<file path="src/rtl/mem_read_arbiter.sv">
// mem_read_arbiter: round-robin sharing of one AXI4-Lite read port among N masters with response timeout
module mem_read_arbiter #(
    parameter int N       = 2,
    parameter int AW      = 32,
    parameter int DW      = 32,
    parameter int TIMEOUT = 256
) (
    input  logic            clk,
    input  logic            rst,
    input  logic [N*AW-1:0] m_araddr,
    input  logic [N-1:0]    m_arvalid,
    output logic [N-1:0]    m_arready,
    output logic [DW-1:0]   m_rdata,
    output logic [1:0]      m_rresp,
    output logic [N-1:0]    m_rvalid,
    input  logic [N-1:0]    m_rready,
    output logic [AW-1:0]   s_araddr,
    output logic            s_arvalid,
    input  logic            s_arready,
    input  logic [DW-1:0]   s_rdata,
    input  logic [1:0]      s_rresp,
    input  logic            s_rvalid,
    output logic            s_rready,
    output logic            timeout_flag
);
    localparam int GW = N > 1 ? $clog2(N) : 1;
    localparam int TW = TIMEOUT > 0 ? $clog2(TIMEOUT + 1) : 1;
    typedef enum logic [1:0] {IDLE, ADDR, DATA, ERR} state_t;
    state_t          state_q;
    logic [GW-1:0]   grant_q, last_q, arb_idx;
    logic [TW-1:0]   timer_q;
    logic            flag_q;
    assign timeout_flag = flag_q;
    // pick the first requester searching upward from the master after the last winner
    always_comb begin
        arb_idx = last_q;
        for (int i = N; i >= 1; i--)
            if (m_arvalid[(int'(last_q) + i) % N]) arb_idx = GW'((int'(last_q) + i) % N);
    end
    // transaction FSM: arbitrate, forward address, wait for data or time out
    always_ff @(posedge clk or posedge rst) begin
        if (rst) begin
            state_q <= IDLE;
            grant_q <= '0;
            last_q  <= GW'(N - 1);
            timer_q <= '0;
            flag_q  <= 1'b0;
        end else begin
            case (state_q)
                IDLE: if (|m_arvalid) begin
                    grant_q <= arb_idx;
                    state_q <= ADDR;
                end
                ADDR: if (m_arvalid[grant_q] && s_arready) begin
                    state_q <= DATA;
                    timer_q <= '0;
                end else if (!m_arvalid[grant_q]) state_q <= IDLE;
                DATA: if (s_rvalid && m_rready[grant_q]) begin
                    state_q <= IDLE;
                    last_q  <= grant_q;
                end else if (TIMEOUT != 0 && timer_q == TW'(TIMEOUT - 1)) begin
                    state_q <= ERR;
                    flag_q  <= 1'b1;
                end else if (timer_q != '1) timer_q <= timer_q + 1'b1;
                ERR: if (m_rready[grant_q]) begin
                    state_q <= IDLE;
                    last_q  <= grant_q;
                end
                default: state_q <= IDLE;
            endcase
        end
    end
    // route channels between the granted master and the slave; everyone else sees idle handshakes
    always_comb begin
        m_arready = '0;
        m_rvalid  = '0;
        m_rdata   = '0;
        m_rresp   = '0;
        s_araddr  = '0;
        s_arvalid = 1'b0;
        s_rready  = 1'b0;
        case (state_q)
            ADDR: begin
                s_araddr           = m_araddr[grant_q*AW +: AW];
                s_arvalid          = m_arvalid[grant_q];
                m_arready[grant_q] = s_arready;
            end
            DATA: begin
                s_rready          = m_rready[grant_q];
                m_rvalid[grant_q] = s_rvalid;
                m_rdata           = s_rdata;
                m_rresp           = s_rresp;
            end
            ERR: begin
                m_rvalid[grant_q] = 1'b1;
                m_rresp           = 2'b11;
            end
            default: ;
        endcase
    end
endmodule

</file>
<file path="config.mk">
export PLATFORM = sky130hd
export DESIGN_NAME = mem_read_arbiter
export DESIGN_NICKNAME = d
export VERILOG_FILES = /design/src/rtl/mem_read_arbiter.sv
export SDC_FILE = /design/constraint.sdc
export NUM_CORES = 1
export LEC_CHECK = 0
export ABC_AREA = 1
export CAP_MARGIN = 20
export CORE_MARGIN = 3
export CORE_UTILIZATION = 25
export CTS_BUF_LIST = sky130_fd_sc_hd__clkbuf_16
export DETAILED_ROUTE_END_ITERATION = 8
export GPL_ROUTABILITY_DRIVEN = 0
export PLACE_DENSITY = 0.73
export REMOVE_ABC_BUFFERS = 1
export SLEW_MARGIN = 40
export SYNTH_ARGS = -nofsm -noshare
export SYNTH_HDL_FRONTEND = slang
export SYNTH_SLANG_ARGS = --single-unit
</file>
<file path="constraint.sdc">
create_clock -name clk -period 1.95 [get_ports clk]
set_input_delay 0.2925 -clock clk [delete_from_list [all_inputs] [get_ports clk]]
set_output_delay 0.2925 -clock clk [all_outputs]
set_load 0.1 [all_outputs]
</file>
==> metrics.md <==
| Metric | Value |
|---|---|
| Syn Inst Count | 313 |
| Cell taking the most area after synthesis | nand2_1 |
| Initial antenna violation count | 0 |
| Area share of the largest cell type after synthesis | between 20% and 30% |
| Min cycle time layout | 1.91 ns |
| CTS HTree Levels | 1 |
| Hold Vio Cnt, Final | 0 |
| Setup bufs post-CTS | 0 |
| Routing usage on met3 | 6.05% |
| Distinct cells, synth | 25 |
| Total number of vias | ~2,600 |
| Fin cells | 562 |
| Slew of the pin with the lowest slew margin | approximately 0.53 ns |
| Worst skew pair latency | approximately 0.25 ns |
| Ys async rst share | 100% |
| RR Endpoint | timer_q[6] |
| Largest net degree at the start of global routing | 37 |
| Die Y | between 80 and 90 microns |
| Layout Utilization | between 60% and 70% |
| NetSw | 0.00495 W |
| DRC | 0 |
| Global-route wire length before repair | 12,000 microns |
| Power per Cell Area | around 1800 nW/um^2 |
| Critical path data required time | between 1.5 and 2 ns |
| Leakage | between 2 and 2.5 nW |
| Core area | 6390 sq um |
| DRT Wirelength | about 7900 microns |
| Final setup viols | 0 |
| Most frequent cells in the layout | 105 x nand2_1, 105 x clkdlybuf4s50_1, 72 x buf_12 |
| Layout area overhead | 163% |
| Core Rows | 29 |
| Worst Setup SP | state_q[1] |
| Maxcap violations | 0 |
| # port buffers | ~180 |
| Total GRT Usage | 19.6% |
| Met1 Use GR | about a fifth |
| Vias in the first global route | ~2,500 |
| Synth Area per Inst | between 5 and 6 sq um |
| R2r worst-path depth | 11 |
| Clock slew seen by the registers of the worst setup and hold paths | 0.05 ns |
| Post_cts resized | 5 |
| FF-to-FF Start | timer_q[0] |
| Clock Power Share | ~5% |
| Net Sw Frac | 63.3% |
| Layout cells sized above 1 | a little over a fifth |
| Sequential fraction of the synthesis area | approximately a fifth |
| Top Usage Layer GRT | met2 |
| Clk sinks | 14 |
| # nets final | 595 |
| HP Class | in -> async |
| Worst reg2reg setup slack | ~0.04 ns |
| Flop pwr share | 6.1% |
| Post-CTS Hold Buffers | 0 |
| First drt pass iteration count | 5 |
| 1st-iter DRT viols | 168 |
| Max-slew violation count | 0 |
| Status | complete, no violations |
| RSZ-0062 raised after global routing | yes |
| Synth warn | 0 |
| Top FF cell, synth | dfrtp_1 |
| I/O pins | approximately 180 |
| Maximum vdd drop | 1.17 mV |
| Comb power frac | 88.9% |
| EDFF count, synth | 0 |
| Tot Pwr | between 0.007 and 0.008 W |
| Fin crit share | 98.0% |
| Met2 Track Usage GR | 37.9% |
| Ant diodes | 0 |
| Seq cells post-synth | 14 |
| Hold_ws | ~0.39 ns |
| Die area | 7650 sq um |
| DR vias/cell | 4.62 |
| Root Driver | clkbuf_16 |
| Crit Path Category | reg -> out |
| Element type at the critical path end | primary output |
| Post-Synthesis Cell Area | 1660 sq um |
| DP Cell Count | between 500 and 600 |
| Final ANT Viol Nets | 0 |
| CP Max Fanout | 36 |
| Die Width | between 80 and 90 microns |
| Fmax | 523 MHz |
| Post-Route Skew | between 0.002 and 0.003 ns |
| CP arrival | ~1.6 ns |
| Gr ovfl total | 0 |
| Initial Utilization | about a quarter |
| CP peak stage delay | approximately 0.44 ns |
| P_int | 0.00287 W |
| DP HPWL | roughly 6500 microns |
| CTS tree | done |
| Clock Tree Buf Depth | 2 |
| Slowest cell on crit path | dfrtp_1 |
| Crit path launch type | flop |
| CP Cell Sequence | inv_2, nor2_4, inv_4, nor2_1, buf_12 |
| Inserted Clock Buffers | 3 |
| Slew HR | between 60% and 70% |
| Ranking of synthesized cells by area | nand2_1 24%, dfrtp_1 20%, inv_1 12%, a21oi_1 10%, nor2_1 9.7% |
| WL/cell | approximately 14 microns |
[sequential cells by signal (all words and copies together), names as in the netlist]
register / flops
timer_q: 9
state_q: 2
grant_q: 1
last_q: 1
timeout_flag: 1
[final cells by class]
type / instances / area, sq um
timing repair buffer: 183 / 2540
fill: 509 / 2010
multi-input combinational: 228 / 1090
sequential: 14 / 353
inverter: 56 / 213
tap: 77 / 96.3
clock buffer: 3 / 75.1
clock inverter: 1 / 3.75
[cells by family (layout without fill, tap and decap cells)]
group | after synthesis | after routing | synth area share [%]
AND/OR/NAND/NOR | 181 | 181 | 46.0
XOR/XNOR | 2 | 2 | 1.06
adder cells (fa/ha/maj) | 3 | 3 | 2.26
buffers and inverters | 71 | 243 | 16.7
AO/OA/AOI/OAI | 42 | 42 | 12.8
flip-flops | 14 | 14 | 21.2
[how the worst max path moves through the flow]
stage,endpoint,slack [ns],depth (start not counted)
2_1_floorplan,m_arready[1],-1.98,2
3_3_place_gp,timer_q[5],0.15,10
3_5_place_dp,timer_q[6],0.06,11
4_1_cts,s_araddr[11],-0.004,3
5_1_grt,timer_q[2],-0.09,11
6_report,s_rready,0.04,5
[through the flow]
step	setup slack [ns]	TNS [ns]	area, sq um
final	0.0398	0	4370
after global routing	-0.0896	-1.61	4370
after CTS	-0.00419	-0.00419	4330
after detailed placement	0.0649	0	4230
after global placement	0.148	0	4230
after floorplan	-1.98	-69.23	1590
[Yosys cell counts, types with 3 or more instances]
library cell / n
o21ai_0: 6
buf_2: 5
a21oi_1: 33
ha_1: 3
dfrtp_1: 13
nand3_1: 19
nand2_1: 105
clkbuf_1: 7
nor3_1: 4
inv_1: 54
nor2_1: 43
[routing by layer]
| layer | part of all wire (%) | vias to the layer above | wire length [microns] |
|---|---|---|---|
| met2 | 52 | 151 | 4090 |
| met5 | 0 | - | 0 |
| met4 | 1.4 | 0 | 108 |
| li1 | - | 1293 | - |
| met3 | 12 | 13 | 934 |
| met1 | 35 | 1139 | 2720 |
[power by group through the flow]
stage / logic (W) / clock network, W / registers [W]
final: 0.00695 / 0.000395 / 0.000475
after global routing: 0.00722 / 0.000402 / 0.000483
after CTS: 0.00693 / 0.000394 / 0.000460
after detailed placement: 0.00689 / 0 / 0.000463
after global placement: 0.00684 / 0 / 0.000461
after floorplan: 0.00420 / 0 / 0.000505
[critical path, delay by kind of cell (launching register included)]
kind	cells	cell delay, ns
buffers and inverters	3	0.50
flip-flops	1	0.44
AND/OR/NAND/NOR	2	0.42
No activity file was read; power rests on OpenSTA's default activity.
==> edit (same flow settings) <==
Make the reset (`rst`) synchronous in one clocked block.
--- a/src/rtl/mem_read_arbiter.sv
+++ b/src/rtl/mem_read_arbiter.sv
@@ -39,5 +39,5 @@
     end
     // transaction FSM: arbitrate, forward address, wait for data or time out
-    always_ff @(posedge clk or posedge rst) begin
+    always_ff @(posedge clk) begin
         if (rst) begin
             state_q <= IDLE;
Check against the original RTL: differs if rst is asserted again (counterexample within 4 cycles, from zero or initial values and one cycle with rst high); with rst held inactive, the same outputs for 4 cycles.
==> edit against the unedited design <==
Clock power increased by 2%. Final area increased by 3.6%. Combinational power decreased by 25%. Total power decreased by 24%. Sequential cell count unchanged. Wire length increased by 13%. Clock skew increased by 0.0012 ns. Synthesized area decreased by 0.15%. Cell count increased by 5.0%. Worst setup slack got worse by 0.036 ns.
==> edit: results (changes against the unedited design) <==
- Outcome: completed
- Ys async rst share: 0 (-1.00)
- Avg WL per Cell: 15.0 um (+7.6%)
- Top cells by area, synth: nand2_1, dfxtp_1, a21oi_1
- Clock slew at reported path FFs: 0.05 ns (about the same)
- Worst Path Arrival: 2.12 ns (+0.50 ns)
- Root buffer cell: clkbuf_16
- Largest net degree at the start of global routing: 41 (+11%)
- Ant diodes: 0 (unchanged)
- Count of cell types in the netlist: 24 (-4.0%)
- Actual slew at the worst max-slew pin: 0.353 ns (-0.176 ns)
- Worst Hold Class: reg2reg
- Clk_lat worst skew: 0.25 ns (about the same)
- Routed length on met2: 4970 um (+21%)
- H-tree lvl count: 1 (unchanged)
- Starting DRC count in detailed routing: 126 (-25%)
- DP HPWL: 6920 um (+6.4%)
- Initial antenna violation count: 0 (unchanged)
- Post-Route WL: 8870 um (+13%)
- Buffer depth of the longest clock path: 2 (unchanged)
- Number of synthesized flops with an enable pin: 0 (unchanged)
- Dpl cell area: 0.00429 mm2 (+1.5%)
- Sequential area share after synthesis: 0.169 (-0.0427)
- DP Cell Count: 579 (+3.8%)
- Worst Path Max Fanout: 5 (-86%)
- Yosys Warn Count: 0 (unchanged)
- Nets: 623 (+4.7%)
- Routed length on met1: 3160 um (+16%)
- Post-synth top cells: nand2_1, nor2_1, inv_1
- Largest registers: timer_q (9), state_q (2)
- Number of global-route vias before repair: 2593 (+4.4%)
- Mapped Avg Cell Area: 5.05 um2 (-4.7%)
- Vias/cell: 4.71 (+2.0%)
- All-Layer GR Usage: 0.219 (+0.0238)
- Layout cell share with drive strength beyond 1: 0.248 (+0.0311)
- Fin Clk Skew: 0.00375 ns (+0.00121 ns)
- P_int: 2.32 mW (-19%)
- Routed wl met3: 601 um (-36%)
- Leakage: 1.97 nW (-4.1%)
- Top sig layer: met4
- Pre-antenna DRT Iters: 4 (-1)
- IO buf count: 178 (unchanged)
- Global-route wire length before repair: 13400 um (+12%)
- Cts bufs inserted: 3 (unchanged)
- Top_reg_cell synth: dfxtp_1
- Pre-CTS setup slack: -0.115 ns (-0.180 ns)
- Peak VDD IR: 0.962 mV (-17%)
-- edit: cell types whose count changed after synthesis, moves of 3 or more --
cell / unedited run / this run
clkbuf_1: 7 / 10
a21oi_1: 33 / 45
nand3_1: 19 / 16
nand2_1: 105 / 108
dfxtp_1: 0 / 14
inv_1: 54 / 49
nor2_1: 43 / 54
dfrtp_1: 13 / 0
-- edit: worst max-delay path: stages, from the launching register on --
cell     delay [ns]
dfxtp_2        0.36
ha_4           0.14
nand2_2        0.06
inv_2          0.09
nand2_2        0.09
nor2_4         0.13
nand2_2        0.09
nor2_4         0.13
ha_2           0.19
or2_4          0.19
nand2_8        0.10
nand2_8        0.10
nand2_1        0.07
a21oi_1        0.14
-- edit: per-stage QoR --
stage,power (mW),TNS (ns),hold WS [ns]
after global placement,5.42,0,0.452
after detailed placement,5.45,-0.868,0.458
final,5.92,0,0.467
after floorplan,3.38,-64.07,0.362
after global routing,6.11,-0.422,0.501
after CTS,5.87,-0.00520,0.473
-- edit: logic make-up (layout without fill, tap and decap cells) --
| logic type | count (synthesis) | count (layout) | share of synthesized area |
|---|---|---|---|
| AO/OA/AOI/OAI | 52 | 52 | 0.162 |
| adder cells (fa/ha/maj) | 3 | 3 | 0.0227 |
| buffers and inverters | 68 | 251 | 0.164 |
| flip-flops | 14 | 14 | 0.169 |
| AND/OR/NAND/NOR | 191 | 193 | 0.482 |
-- edit: layer usage --
| layer | GRT usage | vias up |
|---|---|---|
| met3 | 0.0331 | 13 |
| li1 | - | 1374 |
| met2 | 0.415 | 123 |
| met5 | 0 | - |
| met1 | 0.254 | 1270 |
| met4 | 0.0530 | 0 |
-- edit: path summary, 6_finish.rpt --
check                                   end  depth (start not counted)                      start  slack, ns
hold reg to reg   timeout_flag$_SDFFE_PP0P_                          2  timeout_flag$_SDFFE_PP0P_       0.47
setup reg to reg    timer_q[5]$_SDFFE_PP0P_                         13    timer_q[0]$_SDFFE_PP0P_      0.004
setup / recovery    timer_q[5]$_SDFFE_PP0P_                         13    timer_q[0]$_SDFFE_PP0P_      0.004
hold / removal    timeout_flag$_SDFFE_PP0P_                          2  timeout_flag$_SDFFE_PP0P_       0.47
-- edit: power groups by stage --
stage               sequential [mW]  combinational, mW  clock (mW)
floorplan                     0.382               2.99           0
global placement              0.337               5.08           0
detailed placement            0.341               5.11           0
CTS                           0.334               5.14       0.402
global route                  0.338               5.35       0.422
finish                        0.338               5.18       0.401
-- edit: final cells by class --
type,instances,area [um2]
clock buffers,3,75.1
well taps,77,96.3
clock inverters,1,3.75
repair buffers,195,2660
multi-input cells,248,1220
fillers,486,1860
flip-flops and latches,14,284
inverters,52,196
-- edit: what timing repair did --
item                                    CTS  global route
pin swaps                                 1             7
endpoints found under the setup margin   10            51
buffers inserted                          0             5
resized for setup                         8            22
hold endpoints to repair                  0             0
cloned                                    0             2
